$ cat src/rtl/video_fetch_if.sv
// DRAM video-port handshake between the fetch sequencer (master) and the arbiter (slave).
// The master raises video_req with video_addr; the slave answers with a one-cycle video_strobe.
interface video_fetch_if #(
  parameter int AW = 21
);
  logic          video_req;
  logic [AW-1:0] video_addr;
  logic          video_strobe;
  logic [15:0]   video_data;

  modport master (
    output video_req,
    output video_addr,
    input  video_strobe,
    input  video_data
  );

  modport slave (
    input  video_req,
    input  video_addr,
    output video_strobe,
    output video_data
  );
endinterface

$ cat src/rtl/video_fetch_ctrl.sv
// Line fetch sequencer: pulls 16-pixel groups (4 x 16-bit words) into a shadow buffer and hands
// them to the renderer on each group boundary. Optional macro VIDEO_FETCH_UNDERRUN_EN adds underrun status.
module video_fetch_ctrl #(
  parameter int GROUPS = 16,
  parameter int AW     = 21
) (
  input  logic          clk,
  input  logic          rst,
  input  logic          cend,
  input  logic          post_cbeg,
  input  logic          mode_pixf_14,
  input  logic          fetch_start,
  input  logic [AW-1:0] base_addr,
  video_fetch_if.master vbus,
  output logic [63:0]   pic_bits,
  output logic          fetch_sync,
  output logic          fetch_active
`ifdef VIDEO_FETCH_UNDERRUN_EN
  ,
  output logic          underrun,
  output logic [7:0]    underrun_cnt
`endif
);

  typedef enum logic [1:0] {
    S_IDLE,
    S_FETCH,
    S_FULL
  } state_t;

  localparam logic [7:0] GROUPS_L = 8'(GROUPS);

  state_t        state;
  logic [AW-1:0] addr;
  logic [AW-1:0] grp_addr;
  logic [1:0]    wcnt;
  logic [7:0]    grp_left;
  logic [3:0]    pixcnt;
  logic          req;
  logic [63:0]   shadow;
  logic [63:0]   shadow_nxt;
  logic          pix_stb;
  logic          boundary;
  logic          stb_take;
  logic          grp_full;
  logic          last_grp;

  assign vbus.video_req  = req;
  assign vbus.video_addr = addr;

  always_comb begin
    pix_stb    = cend | (mode_pixf_14 & post_cbeg);
    boundary   = fetch_active & pix_stb & (pixcnt == 4'd15);
    // A restart in the boundary cycle owns the cycle, so the renderer sees no sync.
    fetch_sync = boundary & ~fetch_start & ~rst;
    stb_take   = (state == S_FETCH) & vbus.video_strobe & ~fetch_start;
    shadow_nxt = shadow;
    if (stb_take) shadow_nxt[{wcnt, 4'b0000} +: 16] = vbus.video_data;
    // The 4th word landing on the boundary itself still counts as a complete group.
    grp_full   = (state == S_FULL) | (stb_take & (wcnt == 2'd3));
    last_grp   = (grp_left <= 8'd1);
  end

  // Shadow buffer is pure data; stale content is harmless because wcnt restarts at 0.
  always_ff @(posedge clk) begin
    if (stb_take) shadow <= shadow_nxt;
  end

  always_ff @(posedge clk) begin
    if (rst) begin
      state        <= S_IDLE;
      req          <= 1'b0;
      addr         <= '0;
      grp_addr     <= '0;
      wcnt         <= 2'd0;
      grp_left     <= 8'd0;
      pixcnt       <= 4'd0;
      pic_bits     <= 64'd0;
      fetch_active <= 1'b0;
    end else if (fetch_start) begin
      state        <= S_FETCH;
      req          <= 1'b1;
      addr         <= base_addr;
      grp_addr     <= base_addr;
      wcnt         <= 2'd0;
      grp_left     <= GROUPS_L;
      pixcnt       <= 4'd0;
      fetch_active <= 1'b1;
    end else begin
      if (fetch_active && pix_stb) pixcnt <= pixcnt + 4'd1;

      // Request resumes one cycle after an underrun skip.
      if (state == S_FETCH && !req) req <= 1'b1;

      if (stb_take) begin
        addr <= addr + AW'(1);
        wcnt <= wcnt + 2'd1;
        if (wcnt == 2'd3) begin
          state <= S_FULL;
          req   <= 1'b0;
        end
      end

      if (boundary) begin
        grp_left <= grp_left - 8'd1;
        grp_addr <= grp_addr + AW'(4);
        wcnt     <= 2'd0;
        if (grp_full) begin
          pic_bits <= shadow_nxt;
        end else begin
          // Underrun: show black and jump past the unfinished group.
          pic_bits <= 64'd0;
          addr     <= grp_addr + AW'(4);
        end
        if (!last_grp) begin
          state <= S_FETCH;
          req   <= grp_full;
        end else begin
          state        <= S_IDLE;
          req          <= 1'b0;
          fetch_active <= 1'b0;
        end
      end
    end
  end

`ifdef VIDEO_FETCH_UNDERRUN_EN
  function automatic logic [7:0] sat_inc8(input logic [7:0] v);
    return (v == 8'hFF) ? v : v + 8'd1;
  endfunction

  logic underrun_hit;
  assign underrun_hit = boundary & ~grp_full;

  always_ff @(posedge clk) begin
    if (rst) begin
      underrun     <= 1'b0;
      underrun_cnt <= 8'd0;
    end else if (fetch_start) begin
      underrun     <= 1'b0;
      underrun_cnt <= 8'd0;
    end else if (underrun_hit) begin
      underrun     <= 1'b1;
      underrun_cnt <= sat_inc8(underrun_cnt);
    end
  end
`endif

endmodule
$ cat src/flat_wrapper.sv
// flat-port wrapper written by rule: the top's interface ports become plain ports
module video_fetch_ctrl_flat 
#(
  parameter int GROUPS = 16,
  parameter int AW     = 21
)
  (clk, rst, cend, post_cbeg, mode_pixf_14, fetch_start, base_addr, pic_bits, fetch_sync, fetch_active, vbus_video_req, vbus_video_addr, vbus_video_strobe, vbus_video_data);
  video_fetch_if #(.AW(AW)) vbus_i ();
  input  logic clk;
  input  logic rst;
  input  logic cend;
  input  logic post_cbeg;
  input  logic mode_pixf_14;
  input  logic fetch_start;
  input  logic [AW-1:0] base_addr;
  output logic [63:0] pic_bits;
  output logic fetch_sync;
  output logic fetch_active;
  output wire logic [$bits(vbus_i.video_req)-1:0] vbus_video_req;
  output wire logic [$bits(vbus_i.video_addr)-1:0] vbus_video_addr;
  input wire logic [$bits(vbus_i.video_strobe)-1:0] vbus_video_strobe;
  input wire logic [$bits(vbus_i.video_data)-1:0] vbus_video_data;
  assign vbus_video_req = vbus_i.video_req;
  assign vbus_video_addr = vbus_i.video_addr;
  assign vbus_i.video_strobe = vbus_video_strobe;
  assign vbus_i.video_data = vbus_video_data;
  video_fetch_ctrl #(.GROUPS(GROUPS), .AW(AW)) u_core (.clk(clk), .rst(rst), .cend(cend), .post_cbeg(post_cbeg), .mode_pixf_14(mode_pixf_14), .fetch_start(fetch_start), .base_addr(base_addr), .vbus(vbus_i), .pic_bits(pic_bits), .fetch_sync(fetch_sync), .fetch_active(fetch_active));
endmodule
$ cat config.mk
export PLATFORM = sky130hd
export DESIGN_NAME = video_fetch_ctrl_flat
export DESIGN_NICKNAME = d
export VERILOG_FILES = /design/src/rtl/video_fetch_if.sv /design/src/rtl/video_fetch_ctrl.sv /design/src/flat_wrapper.sv
export SDC_FILE = /design/constraint.sdc
export NUM_CORES = 1
export LEC_CHECK = 0
export ABC_AREA = 1
export CAP_MARGIN = 20
export CORE_MARGIN = 10
export CORE_UTILIZATION = 54
export DETAILED_ROUTE_END_ITERATION = 7
export PLACE_DENSITY_LB_ADDON = 0.12
export SKIP_LAST_GASP = 1
export SLEW_MARGIN = 20
export SYNTH_ARGS = -nofsm -noshare
export SYNTH_HDL_FRONTEND = slang
export SYNTH_SLANG_ARGS = --single-unit
$ cat constraint.sdc
create_clock -name clk -period 2.6 [get_ports clk]
set_input_delay 0.65 -clock clk [delete_from_list [all_inputs] [get_ports clk]]
set_output_delay 0.65 -clock clk [all_outputs]
set_load 0.005 [all_outputs]
== Word level (Yosys, flattened, before mapping) ==
Cells that the tools add are included.
Cells by class
  shifts and indexed selects: 2
  $add $sub $neg: 6
  bitwise operators: 12
  reduce and logical (&&, ||, !) cells: 15
  muxes and demuxes: 25
  equal/unequal tests: 4
  $lt $le $gt $ge: 1
Operators by type and width (number)
  64-bit 2-to-1 mux: 2
  21-bit 2-to-1 mux: 6
  64-bit bitwise mux: 1
  16-bit by 8-bit variable shift with 64-bit output (first input constant): 1
  16-bit by 8-bit variable part select with 64-bit output: 1
  21-bit by 1-bit adder with 21-bit output (second input constant): 1
  21-bit by 3-bit adder with 21-bit output (second input constant): 1
  1-bit 2-to-1 mux: 11
  5-bit 2-to-1 mux: 2
  1-bit bitwise AND: 8
  8-bit by 1-bit <= comparator with 1-bit output (second input constant): 1
  6-bit negation with 8-bit output: 1
  2-bit AND reduction: 4
  2-bit nonzero test: 4
  8-bit by 1-bit subtractor with 8-bit output (second input constant): 1
  2-bit 2-to-1 mux: 3
  3-bit nonzero test: 2
  4-bit by 1-bit adder with 4-bit output (second input constant): 1
  2-bit equality test (second input constant): 2
  4-bit equality test (second input constant): 1
  3-bit OR reduction: 1
  2-bit by 1-bit adder with 2-bit output (second input constant): 1
  2-bit by 1-bit equality test with 1-bit output (second input constant): 1
  1-bit logical AND: 2
  4 further kinds: 6
Storage, ports and cells
  input port bits: 44
  bits in registers: 188
  logic and storage cells: 77

== Depth between registers and ports, before layout ==
Gate-level depths: netlist (run 1).
  depth in word-level cells: 8
  mapped depth: 12
  mapped depth without buffers: 12

== Worst setup path before layout (run 1) ==
OpenSTA, ideal clock, no wires.
  path kind: input port to flip-flop
  start: in fetch_start
  end: reg u_core.addr[7], in the netlist u_core.vbus.video_addr[7]
  stages: 9
  library setup time: 70 ps
  data arrival time: 2290 ps
  buffers on the path: 2
  required time: 2530 ps
  slack: 240 ps
  cells stage by stage: buf_2 > nor2_4 > buf_4 > nand2_1 > o21bai_1 > nand2_1 > o21ai_0 > inv_1 > a21oi_1
Between the ends
  cells in the longest elaborated chain, start to end: 7
RTL lines
  start: declaration: line flat_wrapper.sv:14  | input logic fetch_start;
  1-bit inverter *: line video_fetch_ctrl.sv:56  | stb_take = (state == S_FETCH) & vbus.video_strobe & ~fetch_start;
  1-bit bitwise AND *: line video_fetch_ctrl.sv:56
  named net u_core.stb_take: line video_fetch_ctrl.sv:44  | logic stb_take;
  1-bit bitwise AND: line video_fetch_ctrl.sv:60  | grp_full = (state == S_FULL) | (stb_take & (wcnt == 2'd3));
  1-bit OR: line video_fetch_ctrl.sv:60
  21-bit 2-to-1 mux: line video_fetch_ctrl.sv:108  | if (grp_full) begin
  21-bit 2-to-1 mux *: line video_fetch_ctrl.sv:104  | if (boundary) begin
  21-bit 2-to-1 mux *: line video_fetch_ctrl.sv:80  | end else if (fetch_start) begin
  end signal: assignment: line video_fetch_ctrl.sv:83  | addr <= base_addr;
  end signal: assignment: line video_fetch_ctrl.sv:96  | addr <= addr + AW'(1);
  end signal: assignment: line video_fetch_ctrl.sv:113  | addr <= grp_addr + AW'(4);
  end: declaration: line video_fetch_ctrl.sv:34  | logic [AW-1:0] addr;
The timed path passes the listed nets; every way through them passes the cells marked *.
A chain may end at the register's enable or synchronous reset.

== Worst setup path in the final report (run 1) ==
  start: in post_cbeg
  end: out fetch_sync
Between the ends
  cells in the longest elaborated chain, start to end: 6
RTL lines
  start: declaration: line flat_wrapper.sv:12  | input logic post_cbeg;
  1-bit bitwise AND: line video_fetch_ctrl.sv:52  | pix_stb = cend | (mode_pixf_14 & post_cbeg);
  1-bit OR: line video_fetch_ctrl.sv:52
  1-bit bitwise AND (2 in a row): line video_fetch_ctrl.sv:53  | boundary = fetch_active & pix_stb & (pixcnt == 4'd15);
  1-bit bitwise AND (2 in a row): line video_fetch_ctrl.sv:55  | fetch_sync = boundary & ~fetch_start & ~rst;
  end: declaration: line flat_wrapper.sv:17  | output logic fetch_sync;
No other way between the ends.

==> results.md, run 1 <==
- The number of enable flip-flop cells after synthesis is 64.
- Detailed placement finished with a half-perimeter wire length of around 18 mm.
- The area share of and/or/nand/nor cells after synthesis is between 20% and 30%.
- The first-pass GRT wire length is between 30 and 40 mm.
- Summed over all instances, the cell type with the most area after synthesis is sky130_fd_sc_hd__dfxtp_1.
- The tightest min-delay check is of the flop to flop type.
- roughly 130 I/O pins were placed.
- The number of pins exceeding their max-slew limit in the final report was 0.
- The area enclosed by the die boundary is approximately 22,000 um^2.
- STA puts the critical path data arrival time at 1.82 ns.
- The worst setup slack after layout is roughly 0.13 ns.
- The synthesized design contains ~190 register bits.
- The core region is between 15,000 and 20,000 um^2.
- The clock reaches the later pin of the worst-skew pair after ~0.44 ns.
- In this run the remaining antenna-violating nets after routing total 0.
- Setup violations remaining at the end of the flow were counted as 0.
- In the synthesized netlist, mux cells make up 0% of the area.
- The starting density of the core is between 50% and 60%.
- The post-route worst hold slack is 0.465 ns.
- The repair_antennas step left the layout with diodes totalling 0.
- By area the synthesized netlist is led by sky130_fd_sc_hd__dfxtp_1, sky130_fd_sc_hd__edfxtp_1, sky130_fd_sc_hd__nand2_1, sky130_fd_sc_hd__a21oi_1, sky130_fd_sc_hd__nand3_1.
- The maximum net fanout on the critical path is 4.
- TritonCTS built the clock tree.
- Timing would allow up to 0.404 GHz.
- For flop-to-flop paths, the worst setup slack is between 0.2 and 0.3 ns.
- The critical path ends at fetch_sync.
- The xor/xnor share of the synthesized area is approximately 2.4%.
- In the routed design, unresolved DRC markers number 0.
- The x dimension of the die is between 100 and 150 um.
- The detailed-route vias per instance is between 5 and 6.
- The number of distinct library cell variants in the gate-level netlist after synthesis is 47.
- The share of the cycle needed by the critical path after routing is between 90% and 100%.
- The cell area that synthesis handed to floorplanning was 8790 um^2.
- The final weighted congestion of routability-driven global placement is between 0.9 and 1.
- Across every metal layer, demand over resource in global routing totals around 22%.
- The leading register cell type out of synthesis is sky130_fd_sc_hd__dfxtp_1.
- The via count of the first global-routing pass was 7,553.
- After detailed routing, the total wire length is around 25 mm.
- The iteration count of the initial detailed-routing pass is 5.
- Entering global routing, the biggest net connects 62 pins.
- The combinational group share of total power is 7.0%.
- The compound-cell area share of the yosys netlist is between 10 and 15%.
- The net count reported at finish is 1,291.
- The type of element capturing the critical path is an output pin.
- For this run, asynchronously set or reset flops after synthesis account for 0%.
- The smallest clock period supported by the final layout is computed as ~2.5 ns.
- The placement row count is 46.
- After Yosys synthesis, full adders, half adders and majority gates account for under 10% of the synthesized area.
- The clock drives approximately 190 sinks.
- Summed over its instances, the top area cell type makes up between 20% and 30% of the synthesized netlist area.
- The switching power is 1.53 mW.
- The fraction of power spent switching nets is 25.2%.
- The analysis attributes to cell leakage a power of 4.10 nW.
- Measured along the y axis, the die boundary spans roughly 150 um.
- The CTS H-tree depth is 4.
- Synthesis produced a netlist whose cell count is about 1,100.
- The power after layout is roughly 6 mW.
- The part of the total power dissipated in sequential elements is a little over half.
- In this run, CTS created clock tree buffers numbering 17.
- The cell with the most instances after synthesis is sky130_fd_sc_hd__nand2_1.
- By area, the combinational part of the netlist is dominated by simple AND/OR/NAND/NOR gates.
- The fraction of layout instances using a drive strength above 1 is approximately 9%.
- The setup path with the least slack is of type input port to output pin.
- The worst reg2reg path endpoint is u_core.vbus.video_addr[7]$_SDFF_PP0_.
- Setup repair after global routing left no endpoint under its margin.
- Relative to the synthesized area, the layout overhead comes to 27.1%.
- The maximum VDD drop is between 0.5 and 0.6 mV.
- Data on the critical path is required at its endpoint by slightly below 2 ns.
- The net count after synthesis is 1,145.
- The category of the worst setup path launch point is an input port.
- Buffers placed on the I/O ports in this run total around 130.
- The average footprint of a synthesized cell is approximately 8.1 um^2.
- Measured on the finished design, the core utilization comes to 70.1%.
- Dividing the detail-routed wire length by the instance count gives roughly 17 um.
- For this design the ratio of total power to cell area is 543 nW/um^2.
- Ranked by instance count, the synthesized netlist is headed by sky130_fd_sc_hd__nand2_1, sky130_fd_sc_hd__dfxtp_1, sky130_fd_sc_hd__a21oi_1.
- Max-cap violations in this run came to 0.
- The final hold violation count was 0.
- The worst register-to-register path begins at u_core.pixcnt[1]$_SDFFE_PP0P_.
- The routed layout has between 8,000 and 9,000 vias.
- For this block, the initial DRC count from the detailed router was between 800 and 900.
- At the pin with the least slew margin, the transition time is 0.684 ns.
- The worst slew margin relative to its limit is between 50% and 60%.
- Per report_power, the clock group accounts for 41.1% of the total.
- The total of warnings raised by yosys is 0.
- Measured in cells, the most critical reg-to-reg path has a length of 14.
- After global routing the overflow that remains totals 0.
- The run finished with clean final reports.
- In this run the clock root is driven by a sky130_fd_sc_hd__clkbuf_16.
- The register area share after synthesis is 50.1%.
- The clock arrives with between 0.01 and 0.015 ns of skew.
- The maximum buffer depth of the clock tree is 2.
- The clock-pin slew on the worst setup and hold paths is 0.07 ns.
- The cell internal power dissipation is approximately 4.5 mW.
- The initial antenna violation count came to 0.
- The minimum setup slack after placement is -0.194 ns.
- The critical path starts at post_cbeg.
## flip-flops by register name, summed over array words and instances (netlist names)
| name | cells |
|---|---|
| u_core.grp_addr | 21 |
| u_core.vbus.video_addr | 21 |
| u_core.vbus.video_req | 1 |
| u_core.fetch_active | 1 |
| u_core.pixcnt | 4 |
| u_core.wcnt | 2 |
| u_core.shadow | 64 |
| u_core.state | 2 |
| u_core.grp_left | 8 |
| u_core.pic_bits | 64 |
## how the worst min path moves through the flow
stage | start | to | cells after the start
after detailed placement | u_core.grp_addr[0]$_SDFFE_PP0P_ | u_core.grp_addr[0]$_SDFFE_PP0P_ | 2
after global placement | u_core.grp_addr[0]$_SDFFE_PP0P_ | u_core.grp_addr[0]$_SDFFE_PP0P_ | 2
final | u_core.pic_bits[32]$_SDFFE_PP0N_ | u_core.pic_bits[32]$_SDFFE_PP0N_ | 2
after CTS | u_core.pic_bits[32]$_SDFFE_PP0N_ | u_core.pic_bits[32]$_SDFFE_PP0N_ | 2
after floorplan | u_core.grp_addr[0]$_SDFFE_PP0P_ | u_core.grp_addr[0]$_SDFFE_PP0P_ | 2
after global routing | u_core.pic_bits[21]$_SDFFE_PP0N_ | u_core.pic_bits[21]$_SDFFE_PP0N_ | 2
## power groups by stage
stage	logic [mW]	registers, mW	clock network, mW
2_1_floorplan	0.211	3.20	0
3_3_place_gp	0.411	3.21	0
3_5_place_dp	0.415	3.22	0
4_1_cts	0.418	3.15	2.50
5_1_grt	0.466	3.16	2.63
6_report	0.423	3.15	2.49
## layout by cell type, fill, tap and decap left out, drive strengths merged, types with 6 or more instances in the layout
cell type	n
clkdlybuf4s50	129
o22ai	7
o21ai	58
nand4	26
nand2	350
clkinv	6
nor3	8
o31ai	32
a31oi	11
edfxtp	64
inv	76
a21oi	92
ha	10
clkbuf	20
buf	49
nand3	71
xor2	16
nor2	68
xnor2	8
dfxtp	124
## metrics by stage
step	setup TNS, ns	area [um^2]	std cells
floorplan	0	8790	1091
global placement	-0.167	10500	1424
detailed placement	-0.195	10500	1424
CTS	0	11000	1460
global route	0	11200	1466
finish	0	11200	1466
## critical path, stage by stage
cell	delay (ns)
sky130_fd_sc_hd__clkdlybuf4s50_1	0.46
sky130_fd_sc_hd__nand2_1	0.05
sky130_fd_sc_hd__nand2_1	0.06
sky130_fd_sc_hd__nand2_2	0.09
sky130_fd_sc_hd__nor2_4	0.12
sky130_fd_sc_hd__nand2_2	0.08
sky130_fd_sc_hd__inv_1	0.07
sky130_fd_sc_hd__dlygate4sd2_1	0.24
## logic make-up after synthesis
kind of cell / after synthesis
flip-flops: 188
adder cells (fa/ha/maj): 10
buffers and inverters: 124
AO/OA/AOI/OAI: 215
AND/OR/NAND/NOR: 530
XOR/XNOR: 24
## metal layers
layer  GRT usage, %  vias up  routed length, um
met5              0        -                  0
met4           5.45        0                329
met3           6.35       27               2210
met2           34.1      357              11300
met1           30.5     3753              11200
li1               -     3983                  -
## final cells by class
class	count	area, um^2
Clock inverter	15	125
Multi-Input combinational cell	779	3880
Sequential cell	188	4400
Timing Repair Buffer	182	1800
Fill cell	1299	4770
Tap cell	216	270
Inverter	69	263
Clock buffer	17	425
## what timing repair did
item	CTS	global route
hold buffers	0	0
gates resized for setup	2	5
cloned	0	3
pin swaps	1	3
setup endpoints to repair	1	57
buffers inserted	4	3
Note: power is estimated with default switching activity, not from simulation.
==> run 2: changes to the inputs <==
CAP_MARGIN = default   (was 20)
==> results of run 2 <==
Final layout, timing and power as in run 1 (identical DEF).
